[config.mk]
export PLATFORM = sky130hd
export DESIGN_NAME = dpd_delay_est
export DESIGN_NICKNAME = d
export VERILOG_FILES = /design/src/rtl/dpd_delay_est.sv
export SDC_FILE = /design/constraint.sdc
export NUM_CORES = 2
export LEC_CHECK = 0
export CAP_MARGIN = 20
export CORE_ASPECT_RATIO = 0.75
export CORE_MARGIN = 1
export CORE_UTILIZATION = 40
export CTS_BUF_LIST = sky130_fd_sc_hd__clkbuf_8 sky130_fd_sc_hd__clkbuf_16
export DETAILED_ROUTE_END_ITERATION = 16
export GPL_TIMING_DRIVEN = 1
export MAX_ROUTING_LAYER = met4
export PLACE_DENSITY = 0.59
export SYNTH_ARGS = -nofsm -noshare
export SYNTH_HDL_FRONTEND = slang
export SYNTH_SLANG_ARGS = --single-unit
[constraint.sdc]
create_clock -name clk -period 136.5 [get_ports clk]
set_input_delay 13.65 -clock clk [delete_from_list [all_inputs] [get_ports clk]]
set_output_delay 13.65 -clock clk [all_outputs]
set_load 0.01 [all_outputs]
[src/rtl/dpd_delay_est.sv]
`default_nettype none
// ============================================================================
//  Module      : dpd_delay_est
//  Description : DPD loop-delay estimator. Sign-correlates the feedback
//                signal against a delayed copy of the reference for every
//                candidate lag in parallel, then serially picks the best lag.
//  Revision    : 1.0 - initial release
// ============================================================================
module dpd_delay_est #(
    parameter int MAX_LAG  = 64,
    parameter int N_CORR   = 256,
    parameter int MIN_PEAK = 320
) (
    input  logic                          clk,
    input  logic                          reset,
    input  logic                          start,
    input  logic signed [19:0]            sig_ref_i,
    input  logic signed [19:0]            sig_ref_q,
    input  logic signed [19:0]            sig_fb_i,
    input  logic signed [19:0]            sig_fb_q,
    output logic                          busy,
    output logic                          done,
    output logic [$clog2(MAX_LAG)-1:0]    lag,
    output logic [$clog2(2*N_CORR):0]     peak,
    output logic                          lock
);

    localparam int c_lag_w = $clog2(MAX_LAG);
    localparam int c_acc_w = $clog2(2*N_CORR) + 1;
    localparam int c_cnt_w = $clog2(N_CORR + MAX_LAG);

    localparam logic [c_cnt_w-1:0] c_fill_cnt = c_cnt_w'(MAX_LAG - 2);
    localparam logic [c_cnt_w-1:0] c_acc_cnt  = c_cnt_w'(N_CORR - 1);
    localparam logic [c_lag_w-1:0] c_last_lag = c_lag_w'(MAX_LAG - 1);
    localparam logic [31:0]        c_min_peak = 32'(MIN_PEAK);

    localparam logic [2:0] c_st_idle   = 3'd0;
    localparam logic [2:0] c_st_fill   = 3'd1;
    localparam logic [2:0] c_st_acc    = 3'd2;
    localparam logic [2:0] c_st_search = 3'd3;
    localparam logic [2:0] c_st_done   = 3'd4;

    logic [2:0]         r_state;
    logic [2:0]         w_state_nxt;
    logic [c_cnt_w-1:0] r_cnt;
    logic [c_lag_w-1:0] r_idx;
    logic [c_acc_w-1:0] r_max;
    logic [c_lag_w-1:0] r_max_lag;
    logic [c_acc_w-1:0] w_sel;
    logic [c_acc_w-1:0] w_max_nxt;
    logic [c_lag_w-1:0] w_lag_nxt;
    logic               w_clear;

    // Only the sign bits take part in the correlation.
    logic r_ref_si, r_ref_sq, r_fb_si, r_fb_sq;
    logic w_unused_lsbs;
    assign w_unused_lsbs = ^{sig_ref_i[18:0], sig_ref_q[18:0], sig_fb_i[18:0], sig_fb_q[18:0]};

    always_ff @(posedge clk) begin
        r_ref_si <= sig_ref_i[19];
        r_ref_sq <= sig_ref_q[19];
        r_fb_si  <= sig_fb_i[19];
        r_fb_sq  <= sig_fb_q[19];
    end

    // Entry 0 is the input register itself; r_sr[k] holds ref[n-k-1].
    logic [1:0] r_sr [MAX_LAG-1];
    logic [1:0] w_hist [MAX_LAG];

    always_ff @(posedge clk) begin
        r_sr[0] <= {r_ref_si, r_ref_sq};
        for (int k = 1; k < MAX_LAG - 1; k++) begin
            r_sr[k] <= r_sr[k-1];
        end
    end

    always_comb begin
        w_hist[0] = {r_ref_si, r_ref_sq};
        for (int l = 1; l < MAX_LAG; l++) begin
            w_hist[l] = r_sr[l-1];
        end
    end

    logic [1:0]         w_match [MAX_LAG];
    logic [c_acc_w-1:0] r_acc   [MAX_LAG];

    always_comb begin
        for (int l = 0; l < MAX_LAG; l++) begin
            w_match[l] = {1'b0, ~(w_hist[l][1] ^ r_fb_si)} + {1'b0, ~(w_hist[l][0] ^ r_fb_sq)};
        end
    end

    assign w_clear = (r_state == c_st_idle) && start;

    always_ff @(posedge clk) begin
        for (int l = 0; l < MAX_LAG; l++) begin
            if (w_clear) begin
                r_acc[l] <= '0;
            end else if (r_state == c_st_acc) begin
                r_acc[l] <= r_acc[l] + c_acc_w'(w_match[l]);
            end
        end
    end

    // Strictly-greater update keeps the lowest lag on a tie.
    always_comb begin
        w_sel     = r_acc[r_idx];
        w_max_nxt = r_max;
        w_lag_nxt = r_max_lag;
        if (w_sel > r_max) begin
            w_max_nxt = w_sel;
            w_lag_nxt = r_idx;
        end
    end

    always_ff @(posedge clk) begin
        if (reset) begin
            r_state <= c_st_idle;
        end else begin
            r_state <= w_state_nxt;
        end
    end

    always_comb begin
        w_state_nxt = r_state;
        busy        = 1'b0;
        done        = 1'b0;
        case (r_state)
            c_st_idle: begin
                if (start) begin
                    w_state_nxt = c_st_fill;
                end
            end
            c_st_fill: begin
                busy = 1'b1;
                if (r_cnt == '0) begin
                    w_state_nxt = c_st_acc;
                end
            end
            c_st_acc: begin
                busy = 1'b1;
                if (r_cnt == '0) begin
                    w_state_nxt = c_st_search;
                end
            end
            c_st_search: begin
                busy = 1'b1;
                if (r_idx == c_last_lag) begin
                    w_state_nxt = c_st_done;
                end
            end
            c_st_done: begin
                done        = 1'b1;
                w_state_nxt = c_st_idle;
            end
            default: begin
                w_state_nxt = c_st_idle;
            end
        endcase
    end

    // Results are loaded on the last search edge so they are valid with done.
    always_ff @(posedge clk) begin
        if (reset) begin
            r_cnt     <= '0;
            r_idx     <= '0;
            r_max     <= '0;
            r_max_lag <= '0;
            lag       <= '0;
            peak      <= '0;
            lock      <= 1'b0;
        end else begin
            case (r_state)
                c_st_idle: begin
                    if (start) begin
                        r_cnt <= c_fill_cnt;
                    end
                end
                c_st_fill: begin
                    r_cnt <= (r_cnt == '0) ? c_acc_cnt : r_cnt - c_cnt_w'(1);
                end
                c_st_acc: begin
                    r_cnt     <= r_cnt - c_cnt_w'(1);
                    r_idx     <= '0;
                    r_max     <= '0;
                    r_max_lag <= '0;
                end
                c_st_search: begin
                    r_idx     <= r_idx + c_lag_w'(1);
                    r_max     <= w_max_nxt;
                    r_max_lag <= w_lag_nxt;
                    if (r_idx == c_last_lag) begin
                        lag  <= w_lag_nxt;
                        peak <= w_max_nxt;
                        lock <= (32'(w_max_nxt) >= c_min_peak);
                    end
                end
                default: begin
                end
            endcase
        end
    end

endmodule
`default_nettype wire
Word level (Yosys, flattened, before mapping)
Memories as Yosys holds them, arrays and structs flattened. A register that Yosys moved wholly into a read port is not among the register bits.
Cells that the tools add are included.
{"block": "classes", "addsub": 130, "n_lt_le_gt_ge": 2, "n_eq_ne": 9, "muxes": 86, "bitwise_logic": 320, "reduce_logical": 9}
{"operator": "$mux W10", "n": 65}
{"operator": "$add A10 B2 Y10", "n": 64}
{"operator": "$add A1 B1 Y2", "n": 64}
{"operator": "$not A1 Y1", "n": 128}
{"operator": "$xor A1 B1 Y1", "n": 128}
{"operator": "$or A1 B1 Y1", "n": 64}
{"operator": "$pmux W9 S3", "n": 1}
{"operator": "$pmux W6 S2", "n": 2}
{"operator": "$pmux W10 S2", "n": 1}
{"operator": "$mux W6", "n": 3}
{"operator": "$mux W9", "n": 2}
{"operator": "$mux W3", "n": 4}
{"operator": "$pmux W3 S4", "n": 1}
{"operator": "$ge A10 B9 Y1 const B", "n": 1}
{"operator": "$gt A10 B10 Y1", "n": 1}
{"operator": "$logic_not A9 Y1", "n": 1}
{"operator": "$sub A9 B1 Y9 const B", "n": 1}
{"operator": "$mux W1", "n": 7}
{"operator": "$add A6 B1 Y6 const B", "n": 1}
{"operator": "$eq A3 B2 Y1 const B", "n": 2}
{"operator": "$eq A6 B6 Y1 const B", "n": 1}
{"operator": "$ne A2 B2 Y1 const B", "n": 3}
{"operator": "$reduce_and A2 Y1", "n": 2}
{"operator": "$reduce_and A4 Y1", "n": 1}
{"operator": "other kinds (8)", "n": 8}
{"block": "totals", "ff_bits": 55, "mem_bits_rw": 766, "in_bits": 83, "output_inout_bits": 19, "word_cells": 570, "memories": 2}
{"name": "r_acc", "depth": 64, "word_bits": 10, "rd": 65, "rd_clocked_by_memory_dff": 1, "write_ports": 64, "line_no": "85", "text": "logic [c_acc_w-1:0] r_acc [MAX_LAG];"}
{"name": "r_sr", "depth": 63, "word_bits": 2, "rd": 63, "rd_clocked_by_memory_dff": 0, "write_ports": 63, "line_no": "67", "text": "logic [1:0] r_sr [MAX_LAG-1];"}

Depth between registers and ports, before layout
{"block": "depth", "depth_word": 5, "depth_mapped": 20, "mapped_depth_nobuf": 13}

Least setup slack after synthesis
Ideal clock, no wire load.
{"block": "synth_timing", "path_kind": "input port to flip-flop", "from": "input start", "to": "memory r_acc[0][0] (netlist name), enable pin", "setup_ns": 2.430, "arrival_time_ns": 56.643, "required_time_ns": 134.070, "slack_ns": 77.427, "cell_stages": 2, "path_buffers": 0, "cell_sequence": "nor2_1 > nor3_1"}
{"item": "start, declared", "line_no": "16", "text": "input logic start,"}
{"item": "end, declared", "line_no": "85"}

==> impl_results.md <==
* Fin. max-slew vios at 0
* Post_cts resized at 0
* Hold depth at 0
* Final Routed Wirelength at 107000 microns
* Hold Slack at 0.358 ns
* Synth cell types at 56
* Nets at 4063
* Largest family of logic cells by synthesized area: simple AND/OR/NAND/NOR gates
* Initial Utilization at 40.5%
* Synth Cell Area at 44400 sq um
* Worst vdd ir at 0.00000878 V
* Hold crit path type: reg2reg
* Top-area cell type share of the netlist area at 43.2%
* Synth Area in XOR/XNOR at 9.81%
* Final HPWL DP at 71300 microns
* Die Area at 112000 sq um
* Worst EP required at 136.80 ns
* Syn_nets at 4076
* CTS root buf: clkbuf_16
* Status: completed
* Final setup vio count at 0
* Pin count of the biggest net entering global routing at 197
* Layout Area Growth over Synthesis at 10.2%
* Worst Path Arrival at 16.81 ns
* Pleak at 16.8 nW
* Hold path endpoint: r_sr[0][13]
* Clk slew on worst S/H paths at 0.06 ns
* Comb pwr share at 10.2%
* Critical Path Slowest Stage Cell: buf_4
* Skew-Pair Late Insertion Delay at 0.71 ns
* Worst setup margin at 119.99 ns
* Register area share after synthesis at 51.7%
* Cell taking the most area after synthesis: edfxtp_1
* Clock power frac at 39.3%
* Hold bufs inserted after CTS at 0
* H-tree levels at 3
* Post-layout util at 44.6%
* Number of buffers created by CTS at 87
* Most common cell on crit path: buf_4
* Cells after Synth at 3853
* Post-synth EDFFs at 640
* Layout cell share with drive strength beyond 1 at 9.96%
* Most common library cell in the layout ignoring fill and taps: edfxtp_1
* First-pass GRT wire length at 168000 microns
* Global Route Usage Sum at 19.8%
* Multiplexer share of the synthesized area at 9.77%
* Dpl cells at 5193
* Final min period at 16.51 ns
* Setup Buffers After CTS at 0
* Worst r2r dst: lock
* Initial antenna violation count at 0
* Number of port buffers at 25
* Main synth FF type: edfxtp_1
* Core Region at 110000 sq um
* Synth Area in Compound Gates at 5.02%
* Clock buffer depth at 3
* Hold Startpoint: r_sr[0][11]
* Sink Count at 827
* Adder-cell share of the synthesized area at 5.02%
* Worst r2r path cells at 16
* Vias in the first global route at 27.7k
* Seq cells post-synth at 827
* Synth area leaders: edfxtp_1 (43%), mux4_2 (9.2%), dfxtp_1 (8.4%), xor2_1 (7.9%), nor2_1 (4.1%)
* Pwr dens at 12.6 nW/um^2
* Max_slew headroom at 25.2%
* Sequential power share at 50.5%
* Final worst-path cycle share at 12.1%
* Die height at 291 microns
* Max stage delay on crit path at 0.87 ns
* Total vias in the final route at 29.4k
* Remaining global-route overflow at 0
* Routed WL per cell at 20.0 microns
* Maxcap violations at 0
* Yosys warns at 0
* DR iter-0 viols at 2844
* RD Place Congestion at 0.818
* CTS tree: built
* Count of non-filler cells in the finished layout at 5360
* Sw Pwr at 0.000163 W
* Dpl ws at 119.28 ns
* Simple-gate portion of the synthesized area at 15.7%
* R2R setup slack at 129.77 ns
* Residual DRC at 0
* Final Skew at 0.0326 ns
* Worst-path maximum fanout at 73
* Antenna Nets Post-Route at 0
* WP buf/inv at 4
* Crit end category: flop
* Kind of critical path: in2reg
* Die Wd at 387 microns
* Top-level I/O count at 102
* Pin slew with the least headroom to its limit at 1.11 ns
* Via/cell ratio at 5.49
* Fmax at 0.0606 GHz
* DR pass1 iterations at 6
* Crit start category: input pin
* Ys async rst share at 0%
* Row cnt at 105
* Crit path from: start
* Cells along the critical path: clkdlybuf4s50_1 > nor2_1 > nor3_2 > buf_4 > buf_4 > buf_4
* Final number of hold-violating endpoints at 0
* Critical path's top delay family: buffers and inverters
* Most frequent cells in the layout: edfxtp_1 (640), nor2_1 (489), xor2_1 (400)
* Switching part of the total at 26.5%
* RSZ-0062 raised after global routing: no
* Internal at 0.000454 W
* Setup TNS at 0 ns
* Mean Syn Cell Area at 11.5 sq um
metrics by stage:
| stage | power [W] | area, sq um |
|---|---|---|
| 2_1_floorplan | 0.000384 | 44400 |
| 3_3_place_gp | 0.000378 | 46100 |
| 3_5_place_dp | 0.000379 | 46100 |
| 4_1_cts | 0.000623 | 48900 |
| 5_1_grt | 0.000642 | 49000 |
| 6_report | 0.000617 | 49000 |
metal layers:
layer	wire (microns)	global-route usage [%]	vias up
met3	7090	2.96	121
met5	0	-	-
met2	43800	26.3	825
met1	54700	31.2	14700
li1	-	-	13800
met4	1760	4.11	0
synth_stat cells, types with 7 or more instances:
cell type / count
o21ai_1: 12
nor3_1: 19
buf_6: 12
buf_4: 11
a21oi_1: 192
nand2b_1: 11
nand2_1: 312
nor2_1: 489
mux4_2: 181
buf_2: 16
edfxtp_1: 640
nand3_1: 111
mux2i_1: 21
ha_1: 76
inv_1: 148
fa_1: 64
xor2_1: 400
nand4_1: 88
nor2b_1: 54
clkbuf_1: 115
and2_1: 90
a22oi_1: 7
or3_1: 130
or2_2: 24
nor4_1: 9
and3_1: 108
o21ai_0: 147
dfxtp_1: 187
a211oi_1: 15
xnor2_1: 98
registers in the layout, summed over array words and instances (netlist names), named ones only:
signal,flops
r_ref_sq,1
r_ref_si,1
r_cnt,9
r_max_lag,6
lag,6
r_fb_sq,1
r_idx,6
lock,1
peak,10
r_state,3
r_max,10
r_acc,640
r_fb_si,1
r_sr,126
worst register-to-register path: cells and delay by family, from the launching register on:
| kind | cells | cell delay, ns |
|---|---|---|
| AOI/OAI and AO/OA | 6 | 1.44 |
| adders and majority gates | 1 | 0.34 |
| buffers and inverters | 3 | 1.76 |
| DFF | 1 | 0.80 |
| muxes | 2 | 1.37 |
| and+or+nand+nor | 4 | 0.96 |
worst max-delay path by stage:
| stage | endpoint | slack (ns) | depth (start not counted) |
|---|---|---|---|
| after floorplan | r_acc[0][0] | 77.43 | 2 |
| after global placement | r_acc[0][2] | 119.25 | 6 |
| after detailed placement | r_acc[0][2] | 119.28 | 6 |
| after CTS | r_acc[3][4] | 120.04 | 6 |
| after global routing | r_acc[1][6] | 119.87 | 6 |
| final | r_acc[1][6] | 119.99 | 6 |
cell families after synthesis:
family,count (synthesis)
xor+xnor,498
simple gates,1459
mux,207
flops,827
fa+ha+maj,140
compound gates,412
buf+inv,310
power groups by stage:
stage	Clock [W]	Combinational, W	Sequential (W)
floorplan	0	0.0000466	0.000337
global placement	0	0.0000617	0.000316
detailed placement	0	0.0000629	0.000316
CTS	0.000248	0.0000633	0.000311
global route	0.000257	0.0000703	0.000314
finish	0.000243	0.0000629	0.000312
area by class of cell:
class	instances	area, sq um
Clock buffer	95	2340
Sequential cell	827	23000
Multi-Input combinational cell	2716	20200
Inverter	149	559
Timing Repair Buffer	59	556
Fill cell	10000	60700
Tap cell	1444	1810
Antenna cell	1	2.50
Clock inverter	69	538
Note: power is estimated with default switching activity, not from simulation.
